$ cat config.mk
export PLATFORM = sky130hd
export DESIGN_NAME = lsu_mem_initiator
export DESIGN_NICKNAME = d
export VERILOG_FILES = /design/src/rtl/lsu_pkg.sv /design/src/rtl/lsu_load_align.sv /design/src/rtl/lsu_mem_initiator.sv
export SDC_FILE = /design/constraint.sdc
export NUM_CORES = 1
export LEC_CHECK = 0
export CORE_MARGIN = 2
export CORE_UTILIZATION = 35
export DETAILED_ROUTE_END_ITERATION = 10
export GPL_ROUTABILITY_DRIVEN = 0
export GPL_TIMING_DRIVEN = 0
export SLEW_MARGIN = 20
export SYNTH_ARGS = -nofsm -noshare
export SYNTH_HDL_FRONTEND = slang
export SYNTH_HIERARCHICAL = 1
export SYNTH_SLANG_ARGS = --single-unit
export TNS_END_PERCENT = 10
$ cat constraint.sdc
create_clock -name lsu_clk -period 2 [get_ports lsu_clk]
set_clock_uncertainty 0.05 [all_clocks]
set_input_delay 0.4 -clock lsu_clk [delete_from_list [all_inputs] [get_ports lsu_clk]]
set_output_delay 0.4 -clock lsu_clk [all_outputs]
set_load 0.02 [all_outputs]
$ cat src/rtl/lsu_pkg.sv
// Shared funct3 codes, FSM state type and request legality check for the LSU.
package lsu_pkg;

  localparam logic [2:0] F3_B  = 3'd0;
  localparam logic [2:0] F3_H  = 3'd1;
  localparam logic [2:0] F3_W  = 3'd2;
  localparam logic [2:0] F3_BU = 3'd4;
  localparam logic [2:0] F3_HU = 3'd5;

  typedef enum logic [2:0] {
    ST_IDLE,
    ST_RD_ISSUE,
    ST_RD_CAPTURE,
    ST_WR_ISSUE,
    ST_RESP
  } lsu_state_e;

  // High when the width code is not legal for the direction or the address is misaligned for it.
  function automatic logic lsu_bad_access(input logic       we,
                                          input logic [2:0] funct3,
                                          input logic [1:0] offset);
    logic bad;
    bad = 1'b0;
    case (funct3)
      F3_B:    bad = 1'b0;
      F3_H:    bad = offset[0];
      F3_W:    bad = |offset;
      F3_BU:   bad = we;
      F3_HU:   bad = we | offset[0];
      default: bad = 1'b1;
    endcase
    return bad;
  endfunction

endpackage

$ cat src/rtl/lsu_load_align.sv
// Combinational lane select/extension of a memory word, plus the byte-lane mask of the access
// (the mask drives the read-modify-write merge for sub-word stores).
module lsu_load_align
  import lsu_pkg::*;
(
  input  logic [31:0] word_i,
  input  logic [1:0]  offset_i,
  input  logic [2:0]  funct3_i,
  output logic [31:0] rdata_o,
  output logic [31:0] lane_mask_o
);

  logic [7:0]  byte_sel;
  logic [15:0] half_sel;

  always_comb begin
    byte_sel    = word_i[{offset_i, 3'b000} +: 8];
    half_sel    = word_i[{offset_i[1], 4'b0000} +: 16];
    rdata_o     = '0;
    lane_mask_o = '1;
    case (funct3_i)
      F3_B: begin
        rdata_o     = {{24{byte_sel[7]}}, byte_sel};
        lane_mask_o = 32'h0000_00FF << {offset_i, 3'b000};
      end
      F3_BU: begin
        rdata_o     = {24'h0, byte_sel};
        lane_mask_o = 32'h0000_00FF << {offset_i, 3'b000};
      end
      F3_H: begin
        rdata_o     = {{16{half_sel[15]}}, half_sel};
        lane_mask_o = 32'h0000_FFFF << {offset_i[1], 4'b0000};
      end
      F3_HU: begin
        rdata_o     = {16'h0, half_sel};
        lane_mask_o = 32'h0000_FFFF << {offset_i[1], 4'b0000};
      end
      F3_W:    rdata_o = word_i;
      default: rdata_o = '0;
    endcase
  end

endmodule

$ cat src/rtl/lsu_mem_initiator.sv
// Load/store unit: one request at a time onto a word-addressed memory; loads 3 cycles, SW 2,
// SB/SH 4 (read-modify-write), errors 1. req_ready is low while a request is in flight.
module lsu_mem_initiator
  import lsu_pkg::*;
#(
  parameter int unsigned MEM_WORDS = 16384
) (
  input  logic        lsu_clk,
  input  logic        lsu_rst_n,
  input  logic        req_valid,
  output logic        req_ready,
  input  logic        req_we,
  input  logic [2:0]  req_funct3,
  input  logic [31:0] req_addr,
  input  logic [31:0] req_wdata,
  output logic        rsp_valid,
  output logic [31:0] rsp_rdata,
  output logic        rsp_err,
  output logic        mem_write_en,
  output logic [31:0] mem_write_addr,
  output logic [31:0] mem_write_data,
  output logic        mem_read_en,
  output logic [31:0] mem_read_addr,
  input  logic [31:0] mem_read_data
);

  lsu_state_e  state_q, state_d;
  logic        we_q, we_d;
  logic [2:0]  funct3_q, funct3_d;
  logic [31:0] addr_q, addr_d;
  logic [31:0] wdata_q, wdata_d;

  logic        req_ready_q, req_ready_d;
  logic        rsp_valid_q, rsp_valid_d;
  logic        rsp_err_q, rsp_err_d;
  logic [31:0] rsp_rdata_q, rsp_rdata_d;
  logic        mem_write_en_q, mem_write_en_d;
  logic [31:0] mem_write_addr_q, mem_write_addr_d;
  logic [31:0] mem_write_data_q, mem_write_data_d;
  logic        mem_read_en_q, mem_read_en_d;
  logic [31:0] mem_read_addr_q, mem_read_addr_d;

  logic        accept;
  logic        req_bad;
  logic [31:0] load_data;
  logic [31:0] lane_mask;
  logic [31:0] merged_word;

  assign accept  = req_valid && req_ready_q;
  assign req_bad = lsu_bad_access(req_we, req_funct3, req_addr[1:0])
                || ({2'b00, req_addr[31:2]} >= MEM_WORDS);

  lsu_load_align u_align (
    .word_i      (mem_read_data),
    .offset_i    (addr_q[1:0]),
    .funct3_i    (funct3_q),
    .rdata_o     (load_data),
    .lane_mask_o (lane_mask)
  );

  // Store data is LSB-aligned; shift it into its lane before masking into the captured word.
  assign merged_word = (mem_read_data & ~lane_mask)
                     | ((wdata_q << {addr_q[1:0], 3'b000}) & lane_mask);

  always_comb begin
    state_d          = state_q;
    we_d             = we_q;
    funct3_d         = funct3_q;
    addr_d           = addr_q;
    wdata_d          = wdata_q;
    req_ready_d      = 1'b0;
    rsp_valid_d      = 1'b0;
    rsp_err_d        = 1'b0;
    rsp_rdata_d      = '0;
    mem_write_en_d   = 1'b0;
    mem_write_addr_d = '0;
    mem_write_data_d = '0;
    mem_read_en_d    = 1'b0;
    mem_read_addr_d  = '0;

    case (state_q)
      ST_IDLE, ST_RESP: begin
        if (accept) begin
          we_d     = req_we;
          funct3_d = req_funct3;
          addr_d   = req_addr;
          wdata_d  = req_wdata;
          if (req_bad) begin
            rsp_valid_d = 1'b1;
            rsp_err_d   = 1'b1;
            req_ready_d = 1'b1;
            state_d     = ST_IDLE;
          end else if (!req_we || req_funct3 != F3_W) begin
            mem_read_en_d   = 1'b1;
            mem_read_addr_d = {2'b00, req_addr[31:2]};
            state_d         = ST_RD_ISSUE;
          end else begin
            mem_write_en_d   = 1'b1;
            mem_write_addr_d = {2'b00, req_addr[31:2]};
            mem_write_data_d = req_wdata;
            state_d          = ST_WR_ISSUE;
          end
        end else begin
          req_ready_d = 1'b1;
          state_d     = ST_IDLE;
        end
      end
      ST_RD_ISSUE: state_d = ST_RD_CAPTURE;
      ST_RD_CAPTURE: begin
        if (we_q) begin
          mem_write_en_d   = 1'b1;
          mem_write_addr_d = {2'b00, addr_q[31:2]};
          mem_write_data_d = merged_word;
          state_d          = ST_WR_ISSUE;
        end else begin
          rsp_valid_d = 1'b1;
          rsp_rdata_d = load_data;
          req_ready_d = 1'b1;
          state_d     = ST_RESP;
        end
      end
      ST_WR_ISSUE: begin
        rsp_valid_d = 1'b1;
        req_ready_d = 1'b1;
        state_d     = ST_RESP;
      end
      default: state_d = ST_IDLE;
    endcase
  end

  always_ff @(posedge lsu_clk) begin
    if (!lsu_rst_n) begin
      state_q          <= ST_IDLE;
      we_q             <= 1'b0;
      funct3_q         <= '0;
      addr_q           <= '0;
      wdata_q          <= '0;
      req_ready_q      <= 1'b0;
      rsp_valid_q      <= 1'b0;
      rsp_err_q        <= 1'b0;
      rsp_rdata_q      <= '0;
      mem_write_en_q   <= 1'b0;
      mem_write_addr_q <= '0;
      mem_write_data_q <= '0;
      mem_read_en_q    <= 1'b0;
      mem_read_addr_q  <= '0;
    end else begin
      state_q          <= state_d;
      we_q             <= we_d;
      funct3_q         <= funct3_d;
      addr_q           <= addr_d;
      wdata_q          <= wdata_d;
      req_ready_q      <= req_ready_d;
      rsp_valid_q      <= rsp_valid_d;
      rsp_err_q        <= rsp_err_d;
      rsp_rdata_q      <= rsp_rdata_d;
      mem_write_en_q   <= mem_write_en_d;
      mem_write_addr_q <= mem_write_addr_d;
      mem_write_data_q <= mem_write_data_d;
      mem_read_en_q    <= mem_read_en_d;
      mem_read_addr_q  <= mem_read_addr_d;
    end
  end

  assign req_ready      = req_ready_q;
  assign rsp_valid      = rsp_valid_q;
  assign rsp_err        = rsp_err_q;
  assign rsp_rdata      = rsp_rdata_q;
  assign mem_write_en   = mem_write_en_q;
  assign mem_write_addr = mem_write_addr_q;
  assign mem_write_data = mem_write_data_q;
  assign mem_read_en    = mem_read_en_q;
  assign mem_read_addr  = mem_read_addr_q;

endmodule

==> results of run 1 <==
## worst max path at each step
stage                            start            endpoint  depth (start not counted)
after floorplan           req_addr[18]  mem_write_data[13]                          5
after global placement    req_addr[18]  mem_write_data[10]                          6
after detailed placement  req_addr[18]  mem_write_data[10]                          6
after CTS                 req_addr[18]   mem_write_data[4]                          7
after global routing        state_q[1]           addr_q[1]                          6
final                       state_q[1]  mem_write_data[31]                          5
## cells in the mapped netlist (all sizes together) (2+ instances only)
| library cell | instances |
|---|---|
| a221o | 7 |
| nand2b | 3 |
| a21oi | 2 |
| nor2b | 8 |
| o2bb2ai | 7 |
| and2 | 50 |
| a311oi | 16 |
| nor3 | 3 |
| nor3b | 2 |
| nand2 | 175 |
| a31oi | 8 |
| o22ai | 33 |
| clkbuf | 41 |
| mux2i | 58 |
| o211ai | 8 |
| nor2 | 32 |
| inv | 3 |
| nor4 | 3 |
| a21boi | 68 |
| dfxtp | 200 |
| o21ai | 30 |
| nand3b | 10 |
| or2 | 3 |
| buf | 54 |
| mux2 | 14 |
## worst max-delay path: stages, from the launching register on
cell	delay, ns
dfxtp_1	0.37
or2_2	0.33
nor2_2	0.40
clkbuf_2	0.32
nand2_1	0.18
o22ai_1	0.19
## flip-flops by register name (all words and copies together) (netlist names), 3 cells and up
signal	cells
mem_write_addr	30
addr_q	32
mem_write_data	32
wdata_q	32
rsp_rdata	32
mem_read_addr	30
state_q	3
funct3_q	3
## logic make-up (layout without fill, tap and decap cells)
family | Yosys count | count (layout) | share of synthesized area, %
AOI/OAI and AO/OA | 190 | 190 | 17.7
muxes | 73 | 73 | 9.26
other | 1 | 21 | 0.0456
and+or+nand+nor | 298 | 298 | 17.1
DFF | 200 | 200 | 48.7
buffers and inverters | 98 | 369 | 7.13
## power by group through the flow
stage / Sequential [mW] / Clock (mW) / Combinational [mW]
finish: 4.11 / 3.55 / 1.04
global route: 4.12 / 3.77 / 1.13
CTS: 4.11 / 3.63 / 1.04
detailed placement: 4.21 / 0 / 1.02
global placement: 4.20 / 0 / 1.02
floorplan: 4.21 / 0 / 0.567
## what timing repair did
action	in CTS	in global routing
setup buffers	3	4
resized for setup	24	44
endpoints found under the setup margin	134	121
gates cloned	0	4
pin swaps	2	2
## area by class of cell
| cell class | instances | area share (%) |
|---|---|---|
| antenna | 1 | 0.0211 |
| buffer | 93 | 5.23 |
| clock buffer | 17 | 3.58 |
| clock inverter | 15 | 1.50 |
| inverter | 3 | 0.0949 |
| multi-input combinational | 581 | 32.0 |
| sequential | 200 | 33.7 |
| tap | 319 | 3.36 |
| timing repair buffer | 241 | 20.5 |
## layer usage
metal / up-vias / track usage (%)
met5: - / 0
met4: 0 / 7.71
met3: 32 / 7.46
met2: 213 / 33.5
met1: 3214 / 25.4
li1: 3475 / -
## stage by stage
step / setup TNS [ns] / util (%)
6_report: 0 / 51.0
5_1_grt: -1.46 / 51.0
4_1_cts: -0.112 / 50.2
3_5_place_dp: -76.20 / 47.2
3_3_place_gp: -71.97 / 47.2
2_1_floorplan: 0 / -
==> flow_metrics.env, run 1 <==
export IMPL_status="completed"
export IMPL_dieWidth_um=157
export IMPL_hold_viol_final=0
export IMPL_seq_area_mm2=0.00400
export IMPL_start_kind="flip-flop"
export IMPL_rows=56
export IMPL_max_cap_violations=0
export IMPL_rsz0062_at_grt="true"
export IMPL_slew_headroom_pct=48.1
export IMPL_critPathKind="reg -> reg"
export IMPL_seq_area_frac_synth_pct=48.7
export IMPL_drtAntennaViolNets=0
export IMPL_r2r_cells=5
export IMPL_pre_cts_ws_ns=-0.720
export IMPL_yosys_warnings=6
export IMPL_power_mw=8.71
export IMPL_routed_via_count=6934
export IMPL_layout_common_cells="226 x clkdlybuf4s50_1, 200 x dfxtp_1, 173 x nand2_1, 68 x a21boi_0, 57 x mux2i_1"
export IMPL_cp_required_ns=2.31
export IMPL_multiInputGateArea_mm2=0.00379
export IMPL_drive_gt1_share_pct=13.3
export IMPL_ys_ff_latch=200
export IMPL_io_buffer_count=230
export IMPL_netlist_top_cells_area="dfxtp_1 49%, nand2_1 8.0%, mux2i_1 7.1%, a21boi_0 6.2%, and2_1 3.8%"
export IMPL_stdcell_count=1470
export IMPL_cp_max_fo=10
export IMPL_route_detailed_drc=0
export IMPL_grt_ovfl_total=0
export IMPL_drtIter0Drc=267
export IMPL_clock_sinks=200
export IMPL_holdCritStartpoint="req_addr[19]"
export IMPL_syn_inst=860
export IMPL_hpwl_um=19900
export IMPL_slew_viol_final=0
export IMPL_p_int_mw=6.40
export IMPL_finalNetCount=1240
export IMPL_rr_startpoint="state_q[1]"
export IMPL_finalCritPeriodShare_pct=96.5
export IMPL_cts_max_level=4
export IMPL_timing_rr_end="mem_write_data[31]"
export IMPL_drt_met1_wl_um=11000
export IMPL_ctsHoldBuffers=0
export IMPL_hold_end="addr_q[19]"
export IMPL_arrival_ns=2.24
export IMPL_p_leak_nw=4.38
export IMPL_fin_area_mm2=0.0119
export IMPL_dp_cells=1428
export IMPL_dieArea_mm2=0.0247
export IMPL_synth_edf_count=0
export IMPL_synth_largest_area_cell="dfxtp_1"
export IMPL_grt_pass1_wl_um=38400
export IMPL_combPwrFrac_pct=12.0
export IMPL_path_clk_slew_ns=0.08
export IMPL_io_pin_count=236
export IMPL_drt_wl_total_um=25900
export IMPL_dr_pass1_iters=4
export IMPL_setup_viol=0
export IMPL_met2_length_um=11900
export IMPL_clockRootBuffer="clkbuf_16"
export IMPL_tightest_slew_ns=0.772
export IMPL_clkPwrFrac_pct=40.8
export IMPL_switching_power_mw=2.30
export IMPL_postSynthAreaPerCell_um2=9.56
export IMPL_wl_per_cell_um=17.6
export IMPL_final_common_cell="clkdlybuf4s50_1"
export IMPL_holdWs_ns=0.209
export IMPL_dr_max_layer_used="met4"
export IMPL_worstHoldPathType="in -> reg"
export IMPL_dpl_instance_area_mm2=0.0110
export IMPL_via_per_inst=4.72
export IMPL_clk_insertion_delay_late_ns=0.44
export IMPL_grt_max_degree=21
export IMPL_track_usage_pct=20.8
export IMPL_end_kind="flip-flop"
export IMPL_cts_path_max_buffers=2
export IMPL_synth_area_mm2=0.00822
export IMPL_synthFlopType="dfxtp_1"
export IMPL_seqPwrFrac_pct=47.2
export IMPL_max_freq_ghz=0.518
export IMPL_switching_share_pct=26.5
export IMPL_cts_tree="built"
export IMPL_dr_wl_met3_um=2320
export IMPL_power_density_mw_per_mm2=734
export IMPL_hold_depth=3
export IMPL_async_flop_share_pct=0
export IMPL_worst_slack_ns=0.0696
export IMPL_r2r_slack_ns=0.07
export IMPL_syn2layout_area_growth_pct=44.4
export IMPL_synth_top_area_share_pct=48.7
export IMPL_core_mm2=0.0233
export IMPL_n_fill_cell=2218
export IMPL_period_needed_ns=1.93
export IMPL_start_util_pct=35.3
export IMPL_numCtsBuffers=17
export IMPL_ir_worst_vdd_mv=0.539
export IMPL_die_h_um=157
export IMPL_grt_pass1_vias=6765
export IMPL_synth_distinct_cells=56
export IMPL_grt_antenna_before_repair=2
No activity file was read; power rests on OpenSTA's default activity.
==> inputs of run 2 (changes only) <==
--- a/config.mk
+++ b/config.mk
@@ -12,2 +12,3 @@
 export GPL_TIMING_DRIVEN = 0
+export REMOVE_ABC_BUFFERS = 1
 export SLEW_MARGIN = 20
==> constraint.sdc (replaced) <==
create_clock -name lsu_clk -period 2.4 [get_ports lsu_clk]
set_clock_uncertainty 0.05 [all_clocks]
set_input_delay 0.48 -clock lsu_clk [delete_from_list [all_inputs] [get_ports lsu_clk]]
set_output_delay 0.48 -clock lsu_clk [all_outputs]
set_load 0.005 [all_outputs]
==> flow_metrics.env, run 2 (synthesized netlist as in run 1, its figures left out) <==
export IMPL_max_freq_ghz=0.430
export IMPL_cts_max_level=4
export IMPL_hold_depth=2
export IMPL_io_buffer_count=231
export IMPL_numCtsBuffers=17
export IMPL_grt_pass1_wl_um=36800
export IMPL_clockRootBuffer="clkbuf_16"
export IMPL_path_clk_slew_ns=0.07
export IMPL_dieArea_mm2=0.0247
export IMPL_routed_via_count=6662
export IMPL_end_kind="flip-flop"
export IMPL_cts_tree="built"
export IMPL_clock_sinks=200
export IMPL_syn2layout_area_growth_pct=37.0
export IMPL_layout_common_cells="230 x clkdlybuf4s50_1, 197 x dfxtp_1, 173 x nand2_1, 68 x a21boi_0, 58 x mux2i_1"
export IMPL_switching_share_pct=25.4
export IMPL_drt_met1_wl_um=11400
export IMPL_multiInputGateArea_mm2=0.00384
export IMPL_finalNetCount=1151
export IMPL_io_pin_count=236
export IMPL_cts_path_max_buffers=2
export IMPL_max_cap_violations=0
export IMPL_dieWidth_um=157
export IMPL_met2_length_um=11000
export IMPL_track_usage_pct=19.5
export IMPL_ctsHoldBuffers=0
export IMPL_cp_max_fo=58
export IMPL_switching_power_mw=1.74
export IMPL_hold_viol_final=0
export IMPL_p_int_mw=5.12
export IMPL_pre_cts_ws_ns=-0.904
export IMPL_start_util_pct=35.3
export IMPL_setup_viol=0
export IMPL_die_h_um=157
export IMPL_wl_per_cell_um=17.9
export IMPL_start_kind="flip-flop"
export IMPL_period_needed_ns=2.33
export IMPL_grt_antenna_before_repair=0
export IMPL_core_mm2=0.0233
export IMPL_grt_pass1_vias=6382
export IMPL_tightest_slew_ns=1.03
export IMPL_route_detailed_drc=0
export IMPL_drtAntennaViolNets=0
export IMPL_combPwrFrac_pct=10.7
export IMPL_slew_viol_final=0
export IMPL_drive_gt1_share_pct=8.48
export IMPL_cp_required_ns=2.72
export IMPL_clkPwrFrac_pct=38.9
export IMPL_power_density_mw_per_mm2=609
export IMPL_drt_wl_total_um=24700
export IMPL_finalCritPeriodShare_pct=96.9
export IMPL_antenna_cells=0
export IMPL_rows=56
export IMPL_critPathKind="reg -> reg"
export IMPL_seqPwrFrac_pct=50.4
export IMPL_rsz0062_at_grt="false"
export IMPL_tns_ns=0
export IMPL_dr_pass1_iters=5
export IMPL_seq_area_mm2=0.00401
export IMPL_status="completed"
export IMPL_via_per_inst=4.83
export IMPL_final_common_cell="clkdlybuf4s50_1"
export IMPL_hpwl_um=15500
export IMPL_n_fill_cell=2304
export IMPL_r2r_cells=4
export IMPL_dr_max_layer_used="met4"
export IMPL_r2r_slack_ns=0.07
export IMPL_worstHoldPathType="reg -> reg"
export IMPL_drtIter0Drc=348
export IMPL_p_leak_nw=4.00
export IMPL_grt_ovfl_total=0
export IMPL_arrival_ns=2.65
export IMPL_grt_max_degree=73
export IMPL_clk_insertion_delay_late_ns=0.43
export IMPL_worst_slack_ns=0.0747
export IMPL_dr_wl_met3_um=1980
export IMPL_ir_worst_vdd_mv=0.403
export IMPL_slew_headroom_pct=31.2
## run 2: cell count changes in the layout (fill, tap and decap cells not counted), moves of 5 or more
cell	change
o22ai_1	+8
buf_6	-8
buf_4	-36
o22ai_2	-8
clkinv_2	+5
buf_2	-5
clkbuf_1	-27
clkbuf_2	-11
## run 2: worst paths after layout
check	start	to
worst max register to register	addr_q[1]	rsp_rdata[13]
worst max-delay path	addr_q[1]	rsp_rdata[13]
worst min register to register	addr_q[15]	mem_write_addr[13]
worst min-delay path	addr_q[15]	mem_write_addr[13]
## run 2: power groups by stage
stage	clock network (mW)	registers, mW	logic [mW]
finish	2.66	3.46	0.735
global route	2.88	3.46	0.796
CTS	2.76	3.46	0.739
detailed placement	0	3.53	0.724
global placement	0	3.54	0.708
floorplan	0	3.52	0.346
## run 2: area by class of cell
type                    count  share of cell area [%]
clock buffers              19                    3.85
clock inverters            13                   0.845
inverters                   3                   0.100
multi-input cells         584                    34.1
flip-flops and latches    200                    35.7
well taps                 319                    3.55
repair buffers            242                    21.9
## run 2: per-stage QoR
| stage | util, % | cell area (um^2) | power, mW | std cells | hold slack, ns |
|---|---|---|---|---|---|
| after floorplan | - | 7710 | 3.87 | 784 | 0.375 |
| after global placement | 44.8 | 10400 | 4.25 | 1334 | 0.383 |
| after detailed placement | 45.5 | 10600 | 4.26 | 1342 | 0.389 |
| after CTS | 48.3 | 11200 | 6.95 | 1380 | 0.401 |
| after global routing | 48.4 | 11300 | 7.14 | 1380 | 0.423 |
| final | 48.4 | 11300 | 6.85 | 1380 | 0.398 |
## run 2: routing by layer
| layer | track usage, % | vias to the layer above |
|---|---|---|
| met2 | 31.5 | 222 |
| met4 | 4.98 | 0 |
| li1 | - | 3311 |
| met1 | 25.3 | 3110 |
| met3 | 6.36 | 19 |
| met5 | 0 | - |
## run 2: what timing repair did
| item | CTS | global route |
|---|---|---|
| resized for setup | 12 | 5 |
| cloned | 3 | 0 |
| setup buffers | 3 | 0 |
| endpoints found under the setup margin | 62 | 35 |
| pin swaps | 2 | 0 |
## run 2: critical path: stages, from the launching register on
cell     delay [ns]
dfxtp_4        0.85
mux4_2         0.34
nor4b_4        0.65
a221o_1        0.19
and2_1         0.13
